===== config.mk =====
export PLATFORM = sky130hd
export DESIGN_NAME = byte_serial_add16
export DESIGN_NICKNAME = d
export VERILOG_FILES = /design/src/rtl/byte_serial_add16.sv
export SDC_FILE = /design/constraint.sdc
export NUM_CORES = 1
export LEC_CHECK = 0
export ABC_AREA = 1
export CORE_MARGIN = 2
export CORE_UTILIZATION = 49
export CTS_BUF_LIST = sky130_fd_sc_hd__clkbuf_8
export CTS_CLUSTER_DIAMETER = 120
export DETAILED_ROUTE_END_ITERATION = 16
export GPL_ROUTABILITY_DRIVEN = 0
export PLACE_DENSITY = 0.87
export SLEW_MARGIN = 20
export SYNTH_ARGS = -nofsm -noshare
export SYNTH_HDL_FRONTEND = slang
export SYNTH_SLANG_ARGS = --single-unit
export TNS_END_PERCENT = 30

===== constraint.sdc =====
create_clock -name CLK -period 1.9 [get_ports CLK]
set_input_delay 0.475 -clock CLK [delete_from_list [all_inputs] [get_ports CLK]]
set_output_delay 0.475 -clock CLK [all_outputs]
set_load 0.01 [all_outputs]

===== src/rtl/byte_serial_add16.sv =====
// 16-bit add/subtract sequenced over an external shared 8-bit full adder.
// Low byte goes first; the inter-byte carry is held in a register for the high-byte pass.
module byte_serial_add16 #(
  parameter logic [15:0] ACC_INIT = 16'h0000
) (
  input  logic        CLK,
  input  logic        RESET,
  input  logic        START,
  input  logic        SUB,
  input  logic        ACC,
  input  logic [15:0] A_IN,
  input  logic [15:0] B_IN,
  input  logic        CIN,
  output logic [7:0]  FA_A,
  output logic [7:0]  FA_B,
  output logic        FA_CI,
  input  logic [7:0]  FA_SUM,
  input  logic        FA_CO,
  output logic        BUSY,
  output logic        DONE,
  output logic [15:0] RESULT,
  output logic        COUT,
  output logic        ZERO,
  output logic        OVF
);

  typedef enum logic [1:0] {
    S_IDLE = 2'd0,
    S_LO   = 2'd1,
    S_HI   = 2'd2
  } state_t;

  state_t      state_q, state_d;
  logic [15:0] opa_q, opa_d;
  logic [15:0] opb_q, opb_d;
  logic        cy_q, cy_d;
  logic [7:0]  lo_q, lo_d;
  logic [15:0] result_q, result_d;
  logic        cout_q, cout_d;
  logic        zero_q, zero_d;
  logic        ovf_q, ovf_d;
  logic        done_q, done_d;

  always_ff @(posedge CLK) begin
    if (RESET) begin
      state_q  <= S_IDLE;
      opa_q    <= 16'h0000;
      opb_q    <= 16'h0000;
      cy_q     <= 1'b0;
      lo_q     <= 8'h00;
      result_q <= ACC_INIT;
      cout_q   <= 1'b0;
      zero_q   <= 1'b0;
      ovf_q    <= 1'b0;
      done_q   <= 1'b0;
    end else begin
      state_q  <= state_d;
      opa_q    <= opa_d;
      opb_q    <= opb_d;
      cy_q     <= cy_d;
      lo_q     <= lo_d;
      result_q <= result_d;
      cout_q   <= cout_d;
      zero_q   <= zero_d;
      ovf_q    <= ovf_d;
      done_q   <= done_d;
    end
  end

  // Adder operand mux depends only on registered state, never on FA_SUM/FA_CO.
  always_comb begin
    FA_A  = 8'h00;
    FA_B  = 8'h00;
    FA_CI = 1'b0;
    case (state_q)
      S_LO: begin
        FA_A  = opa_q[7:0];
        FA_B  = opb_q[7:0];
        FA_CI = cy_q;
      end
      S_HI: begin
        FA_A  = opa_q[15:8];
        FA_B  = opb_q[15:8];
        FA_CI = cy_q;
      end
      default: begin
        FA_A  = 8'h00;
        FA_B  = 8'h00;
        FA_CI = 1'b0;
      end
    endcase
  end

  always_comb begin
    state_d  = state_q;
    opa_d    = opa_q;
    opb_d    = opb_q;
    cy_d     = cy_q;
    lo_d     = lo_q;
    result_d = result_q;
    cout_d   = cout_q;
    zero_d   = zero_q;
    ovf_d    = ovf_q;
    done_d   = 1'b0;
    case (state_q)
      S_IDLE: begin
        if (START) begin
          opa_d   = ACC ? result_q : A_IN;
          opb_d   = SUB ? ~B_IN : B_IN;
          cy_d    = SUB ? 1'b1 : CIN;
          state_d = S_LO;
        end else begin
          state_d = S_IDLE;
        end
      end
      S_LO: begin
        lo_d    = FA_SUM;
        cy_d    = FA_CO;
        state_d = S_HI;
      end
      S_HI: begin
        // All result fields commit together so RESULT is never half-updated.
        result_d = {FA_SUM, lo_q};
        cout_d   = FA_CO;
        zero_d   = ({FA_SUM, lo_q} == 16'h0000);
        ovf_d    = (opa_q[15] == opb_q[15]) && (FA_SUM[7] != opa_q[15]);
        done_d   = 1'b1;
        state_d  = S_IDLE;
      end
      default: begin
        state_d = S_IDLE;
      end
    endcase
  end

  assign BUSY   = (state_q == S_LO) || (state_q == S_HI);
  assign DONE   = done_q;
  assign RESULT = result_q;
  assign COUT   = cout_q;
  assign ZERO   = zero_q;
  assign OVF    = ovf_q;

endmodule


==> results_dict.tcl, run 1 <==
set metrics [dict create \
    status "finished, violations left" \
    violations "negative setup slack" \
    syn_area_per_cell_um2 7.81 \
    tightest_slew_ns 0.414 \
    vias 2896 \
    syn_area_um2 2980 \
    synth_seq_cells 63 \
    cts_num_sinks 63 \
    wl_mm 8.22 \
    crit_end "FA_B[5]" \
    clkPwrFrac_pct 40.8 \
    wl_per_cell_um 14.9 \
    cap_violations 0 \
    slew-limit-headroom_pct 72.4 \
    synthToLayoutAreaGrowth_pct 40.4 \
    final.setup_skew_ns 0.00719 \
    design_area_um2 4190 \
    die_area_um2 6730 \
    end_kind "output pin" \
    grt_pass1_vias 2702 \
    grt_overflow_total 0 \
    pwr_density_cell_nw_per_um2 833 \
    ios 85 \
    track_usage_pct 25.2 \
    setup_tns_ns -1.57 \
    first_iter_violations 188 \
    p_leak_nw 1.76 \
    ir_drop_uv 565 \
    nets 523 \
    hold_buffers 0 \
    clock_latency_ns 0.34 \
    antennaDiodeCount 0 \
    antenna_left 0 \
    r2r_cells 7 \
    p_switching_mw 0.906 \
    crit_required_ns 1.42 \
    placed_cell_area_um2 3890 \
    fp.dieW_um 82.0 \
    fmax_mhz 497 \
    die_y_um 82.0 \
    r2r_slack_ns 0.19 \
    yosys_warnings 0 \
    route.detailed.drc 0 \
    p_int_mw 2.58 \
    timing.rr.start "state_q[0]" \
    seqPwrFrac_pct 42.7 \
    cts_buffers 9 \
    final-instance-count-excl-fill 551 \
    whs_ns 0.469 \
    pre_cts_ws_ns -0.327 \
    cts_max_path_buffers 2 \
    dr.pass1.iters 6 \
    power_frac_comb_pct 16.5 \
    critical_path_arrival_ns 1.54 \
    coreArea_um2 5890 \
    postSynthCellCount 382 \
    ff_latch_area_um2 1260 \
    multiInputGateArea_um2 1470 \
    final_util_pct 71.1 \
    start_util_pct 50.7 \
    drive_gt1_share_pct 21.6 \
    crit_type "register to output pin" \
    vias_per_cell 5.26 \
    antenna_found_initial 0 \
    totalPowerFinal_mw 3.49 \
    cts_tree "yes" \
    crit_fanout 7 \
    slew_violations 0 \
    path_clk_slew_ns 0.07 \
    final_cell_mix "75 x nand2_1, 66 x clkdlybuf4s50_1, 61 x dfxtp_1, 38 x a21oi_1, 30 x nor2_1" \
    sw_frac_of_total_pct 26.0 \
    layout_setup_ws_ns -0.110 \
    io_buffers 84 \
    synth.distinct_cells 19 \
    n_fill_cell 441 \
    grt_pass1_wl_mm 12.7 \
    root_buffer "clkbuf_8" \
    yosysSeqAreaShare_pct 42.3 \
    crit_path_start_kind "register" \
    final_common_cell "nand2_1" \
    min-delay-path-class "register to register" \
    setup_violations 17 \
    startpoint "state_q[0]" \
    rsz0062_at_grt "yes" \
    dp.cells 531 \
    r2r_end "OVF" \
    period_minus_slack_ns 2.01 \
    grt_max_degree 42 \
    rows 28 \
    place_hpwl_mm 5.38 \
    synth_nets 434 \
    period_share_pct 106 \
    cts_max_level 3 \
    finalHoldViolCount 0 \
]
[cells in the mapped netlist, drive strengths merged]
master,count,area share [%]
nand2,75,9.4
dfxtp,63,42
a21oi,52,8.7
o21ai,45,8.1
inv,35,4.5
nor2,30,3.8
buf,26,6.5
nand3,18,3.0
o211ai,16,6.7
xnor2,16,4.7
ha,5,2.1
clkbuf,1,0.17
[critical path, cell delays in order (launching register included)]
cell and delay, ns:
dfxtp_2 0.35, inv_2 0.06, ha_4 0.27, clkinvlp_4 0.11, buf_6 0.16, a21oi_2 0.10
buf_2 0.14
[state kept, by name (all words and copies together) (netlist names), 2 cells and up]
| signal | count |
|---|---|
| RESULT | 16 |
| lo_q | 8 |
| state_q | 2 |
| opa_q | 16 |
| opb_q | 16 |
[metal layers]
layer	wire (um)	up-vias	track usage (%)
met2	4170	84	41.1
met3	373	16	5.82
met1	3500	1366	31.5
li1	-	1430	-
met5	0	-	0
met4	176	0	11.5
[worst min-delay path by stage]
stage | startpoint | endpoint | slack [ns] | cells past startpoint
after global placement | ZERO | ZERO | 0.46 | 2
after CTS | ZERO | ZERO | 0.47 | 2
final | ZERO | ZERO | 0.47 | 2
after global routing | ZERO | ZERO | 0.49 | 2
after detailed placement | ZERO | ZERO | 0.46 | 2
after floorplan | opa_q[0] | opa_q[0] | 0.47 | 2
[power by group through the flow]
| stage | registers (mW) | clock network, mW | logic (mW) |
|---|---|---|---|
| 6_report | 1.49 | 1.42 | 0.576 |
| 3_5_place_dp | 1.51 | 0 | 0.534 |
| 4_1_cts | 1.48 | 1.42 | 0.567 |
| 3_3_place_gp | 1.51 | 0 | 0.519 |
| 2_1_floorplan | 1.50 | 0 | 0.312 |
| 5_1_grt | 1.50 | 1.49 | 0.628 |
[cell families after synthesis]
group | after synthesis | synth area share, %
AND/OR/NAND/NOR | 123 | 16.2
AO/OA/AOI/OAI | 113 | 23.5
XOR/XNOR | 16 | 4.70
flip-flops | 63 | 42.3
adder cells (fa/ha/maj) | 5 | 2.10
buffers and inverters | 62 | 11.2
[cell type report]
type,count,area share (%)
inverters,35,3.29
clock buffers,9,2.96
flip-flops and latches,63,30.2
repair buffers,105,23.5
clock inverters,7,2.87
multi-input cells,257,35.0
well taps,75,2.24
[timing repair]
action	CTS	global route
setup endpoints to repair	18	17
gates cloned	1	0
pin swaps	1	0
hold endpoints to repair	0	0
gates resized for setup	90	8
buffers inserted	3	0
Power figures use the tool's default switching activity.
==> run 2: changes to the inputs <==
- CTS_CLUSTER_DIAMETER: 120 -> 150
- TNS_END_PERCENT: 30 -> default
- clock period: 1.9 -> 2 ns (I/O delays scaled with it)
==> run 2 against run 1 <==
  * Worst setup slack worse by 0.026 ns
  * Final area shrank 0.18%
  * Critical path depth up 1
  * Critical endpoint is now FA_B[3]
  * First-iteration DRC count rose by 19%
  * The run still ends with negative setup slack left
==> results_dict.tcl, run 2 (same netlist as run 1, synthesis figures left out) <==
set metrics [dict create \
    route.detailed.drc 0 \
    place_hpwl_mm 5.35 \
    drive_gt1_share_pct 22.4 \
    pre_cts_ws_ns -0.266 \
    clock_latency_ns 0.35 \
    totalPowerFinal_mw 3.21 \
    cp_common_cell "buf_6" \
    cts_num_sinks 63 \
    crit_required_ns 1.50 \
    power_frac_comb_pct 17.5 \
    cts_tree "yes" \
    cts_buffers 9 \
    final.setup_skew_ns 0.00989 \
    wl_mm 8.60 \
    finalHoldViolCount 0 \
    final_cell_mix "75 x nand2_1, 66 x clkdlybuf4s50_1, 61 x dfxtp_1, 36 x a21oi_1, 30 x nor2_1" \
    cts_max_path_buffers 2 \
    crit_fanout 7 \
    p_leak_nw 1.76 \
    crit_type "register to output pin" \
    io_buffers 84 \
    pwr_density_cell_nw_per_um2 767 \
    nets 525 \
    crit_path_cell_trace "inv_2 > ha_4 > clkinvlp_4 > buf_6 > buf_6 > a21oi_2 > buf_2" \
    timing.rr.start "state_q[0]" \
    rsz0062_at_grt "yes" \
    p_switching_mw 0.878 \
    ir_drop_uv 582 \
    r2r_end "OVF" \
    seqPwrFrac_pct 44.1 \
    slew_violations 0 \
    antennaDiodeCount 0 \
    crit_end "FA_B[3]" \
    cp_slowest_stage_delay_ns 0.35 \
    p_int_mw 2.33 \
    cts_max_level 3 \
    fmax_mhz 468 \
    r2r_slack_ns 0.24 \
    slew-limit-headroom_pct 73.4 \
    tightest_slew_ns 0.399 \
    final-instance-count-excl-fill 553 \
    grt_max_degree 42 \
    sw_frac_of_total_pct 27.4 \
    cpMaxStageDelayCell "dfxtp_2" \
    r2r_cells 7 \
    setup_violations 16 \
    period_minus_slack_ns 2.14 \
    die_y_um 82.0 \
    startpoint "state_q[0]" \
    whs_ns 0.497 \
    cap_violations 0 \
    status "finished, violations left" \
    grt_overflow_total 0 \
    dp.cells 529 \
    vias_per_cell 5.33 \
    coreArea_um2 5890 \
    final_common_cell "nand2_1" \
    violations "negative setup slack" \
    dr.pass1.iters 4 \
    fp.dieW_um 82.0 \
    die_area_um2 6730 \
    n_fill_cell 426 \
    grt_pass1_wl_mm 13.5 \
    hold_buffers 0 \
    start_util_pct 50.7 \
    hp-start "ZERO" \
    end_kind "output pin" \
    vias 2946 \
    crit_path_start_kind "register" \
    antenna_left 0 \
    critical_path_arrival_ns 1.64 \
    path_clk_slew_ns 0.07 \
    wl_per_cell_um 15.5 \
    grt_pass1_vias 2808 \
    clkPwrFrac_pct 38.4 \
    min-delay-path-class "register to register" \
    ios 85 \
    layout_setup_ws_ns -0.136 \
    root_buffer "clkbuf_8" \
    track_usage_pct 26.6 \
    rows 28 \
    period_share_pct 107 \
    first_iter_violations 223 \
    antenna_found_initial 0 \
    synthToLayoutAreaGrowth_pct 40.1 \
]
-- run 2: changes by cell type in the layout (fill, tap and decap cells not counted), moves of 2 or more --
cell / before / now
buf_12: 5 / 3
a21oi_1: 38 / 36
a21oi_2: 14 / 16
buf_6: 3 / 8
-- run 2: worst min path at each step --
| stage | to | slack, ns | depth (start not counted) |
|---|---|---|---|
| detailed placement | ZERO | 0.48 | 2 |
| finish | ZERO | 0.50 | 2 |
| CTS | ZERO | 0.49 | 2 |
| global placement | ZERO | 0.46 | 2 |
| global route | ZERO | 0.53 | 2 |
| floorplan | opa_q[0] | 0.47 | 2 |
-- run 2: metrics by stage --
stage	instance area, um^2	util [%]	TNS (ns)
2_1_floorplan	2980	-	0
3_3_place_gp	3870	65.7	-2.66
3_5_place_dp	3870	65.7	-4.05
4_1_cts	4170	70.9	-0.930
5_1_grt	4180	71.0	-1.67
6_report	4180	71.0	-0.694
-- run 2: cell type report --
type                            instances  area, um^2  share of cell area (%)
Multi-Input combinational cell        257        1470                    35.2
Sequential cell                        63        1260                    30.2
Timing Repair Buffer                  107         991                    23.7
Inverter                               35         138                    3.29
Clock buffer                            9         124                    2.96
Clock inverter                          7        96.3                    2.31
Tap cell                               75        93.8                    2.25
-- run 2: power groups by stage --
stage | sequential (mW) | clock (mW) | combinational, mW
2_1_floorplan | 1.43 | 0 | 0.297
3_3_place_gp | 1.43 | 0 | 0.487
3_5_place_dp | 1.43 | 0 | 0.500
4_1_cts | 1.41 | 1.24 | 0.548
5_1_grt | 1.42 | 1.29 | 0.610
6_report | 1.41 | 1.23 | 0.560
-- run 2: critical path, delay by kind of cell (launching register included) --
kind / cells / cell delay (ns)
buffers and inverters: 5 / 0.58
DFF: 1 / 0.35
adders and majority gates: 1 / 0.27
AOI/OAI and AO/OA: 1 / 0.09
-- run 2: timing repair --
item	4_1_cts	5_1_grt
endpoints found under the setup margin	18	17
resized for setup	98	7
endpoints found under the hold margin	0	0
gates cloned	1	0
pin swaps	1	1
buffers inserted	8	0
-- run 2: layer usage --
metal | up-vias | global-route usage (%) | part of all wire (%)
li1 | 1430 | - | -
met1 | 1385 | 34.0 | 43
met2 | 108 | 43.7 | 49
met3 | 23 | 4.95 | 5.8
met4 | 0 | 11.7 | 2.4
met5 | - | 0 | 0
==> run 3: changes to the inputs <==
- clock period: 2 -> 2.3 ns (I/O delays scaled with it)
==> run 3 against run 2 <==
  * The flow now finishes without violations
  * Routed wire length fell by 8.7%
  * Sequential power fell by 13%
  * Clock-buffer cell count did not move
  * Register-to-register slack improved by 0.39 ns
  * Die area did not move
  * Worst hold slack improved by 0.010 ns
  * Highest routed layer unchanged
==> results_dict.tcl, run 3 (same netlist as run 1, synthesis figures left out) <==
set metrics [dict create \
    drive_gt1_share_pct 16.3 \
    tightest_slew_ns 0.401 \
    final.setup_skew_ns 0.00416 \
    root_buffer "clkbuf_8" \
    worstHoldPathCells 2 \
    antenna_found_initial 0 \
    start_util_pct 50.7 \
    io_buffers 84 \
    crit_buf_inv 4 \
    antenna_left 0 \
    ios 85 \
    cp_slowest_stage_delay_ns 0.35 \
    critical_path_arrival_ns 1.64 \
    dp.cells 526 \
    grt_pass1_wl_mm 12.4 \
    cts_max_level 3 \
    nets 515 \
    final_cell_mix "75 x nand2_1, 66 x clkdlybuf4s50_1, 61 x dfxtp_1, 52 x a21oi_1, 30 x nor2_1" \
    min-delay-path-class "register to register" \
    status "complete, no violations" \
    rsz0062_at_grt "no" \
    crit_required_ns 1.73 \
    design_area_um2 3990 \
    critical_path.top_delay_family "buffers and inverters" \
    ir_drop_uv 371 \
    track_usage_pct 24.5 \
    die_area_um2 6730 \
    cts_tree "yes" \
    die_y_um 82.0 \
    wl_per_cell_um 14.5 \
    cts_buffers 9 \
    pwr_density_cell_nw_per_um2 648 \
    antennaDiodeCount 0 \
    vias 2810 \
    grt_overflow_total 0 \
    first_iter_violations 241 \
    crit_path_cell_trace "inv_1 > ha_4 > clkinvlp_4 > buf_12 > a21oi_1 > clkbuf_2" \
    grt_pass1_vias 2670 \
    totalPowerFinal_mw 2.58 \
    fmax_mhz 452 \
    path_clk_slew_ns 0.06 \
    setup_violations 0 \
    fp.dieW_um 82.0 \
    route.detailed.drc 0 \
    finalHoldViolCount 0 \
    placed_cell_area_um2 3840 \
    place_hpwl_mm 5.52 \
    clock_latency_ns 0.34 \
    slew-limit-headroom_pct 73.3 \
    coreArea_um2 5890 \
    synthToLayoutAreaGrowth_pct 33.7 \
    p_leak_nw 1.67 \
    crit_path_start_kind "register" \
    grt_max_degree 65 \
    period_share_pct 96.1 \
    wl_mm 7.85 \
    vias_per_cell 5.18 \
    slew_violations 0 \
    dr.pass1.iters 6 \
    cts_max_path_buffers 2 \
    period_minus_slack_ns 2.21 \
    crit_type "register to output pin" \
    rows 28 \
    cap_violations 0 \
    crit_fanout 16 \
    end_kind "output pin" \
    cpMaxStageDelayCell "dfxtp_2" \
    final_common_cell "nand2_1" \
    crit_cells 6 \
    r2r_cells 6 \
    cts_num_sinks 63 \
    final-instance-count-excl-fill 542 \
]
## run 3: repair_timing
action	in CTS	in global routing
setup buffers	1	0
setup endpoints to repair	18	16
pin swaps	0	0
endpoints found under the hold margin	0	0
gates resized for setup	31	27
hold buffers	0	0
## run 3: power by group
part,total [mW],internal (mW),switching (mW)
combinational,0.445,0.221,0.223
clock,0.911,0.489,0.421
sequential,1.23,1.17,0.0565
## run 3: final cells by class
| class | count | area (um^2) |
|---|---|---|
| Fill cell | 475 | 1900 |
| Multi-Input combinational cell | 257 | 1400 |
| Sequential cell | 63 | 1260 |
| Timing Repair Buffer | 97 | 906 |
| Inverter | 35 | 138 |
| Clock buffer | 9 | 124 |
| Tap cell | 75 | 93.8 |
| Clock inverter | 6 | 62.6 |
## run 3: per-layer routing
metal	up-vias	GRT usage (%)	routed length (um)
met5	-	0	0
met4	0	13.8	188
met3	20	4.84	368
met2	84	38.8	3910
met1	1302	31.1	3380
li1	1404	-	-
## run 3: per-stage QoR
| stage | hold WS (ns) | utilization, % | TNS, ns | setup WS [ns] |
|---|---|---|---|---|
| finish | 0.507 | 67.8 | 0 | 0.0889 |
| global route | 0.523 | 67.8 | 0 | 0.0141 |
| global placement | 0.463 | 65.3 | 0 | 0.0302 |
| floorplan | 0.468 | - | 0 | 0.478 |
| CTS | 0.486 | 69.0 | 0 | 0.000353 |
| detailed placement | 0.474 | 65.3 | -0.852 | -0.0746 |
## run 3: worst min-delay path, cell delays in order (launching register included)
cell and delay [ns]:
dfxtp_1 0.32, nand2_1 0.08, a21oi_1 0.06
## run 3: worst paths after layout
| path | startpoint | end | slack (ns) |
|---|---|---|---|
| setup / recovery | state_q[0] | FA_B[4] | 0.09 |
| hold / removal | OVF | OVF | 0.51 |
| setup reg to reg | state_q[0] | OVF | 0.63 |
| hold reg to reg | OVF | OVF | 0.51 |
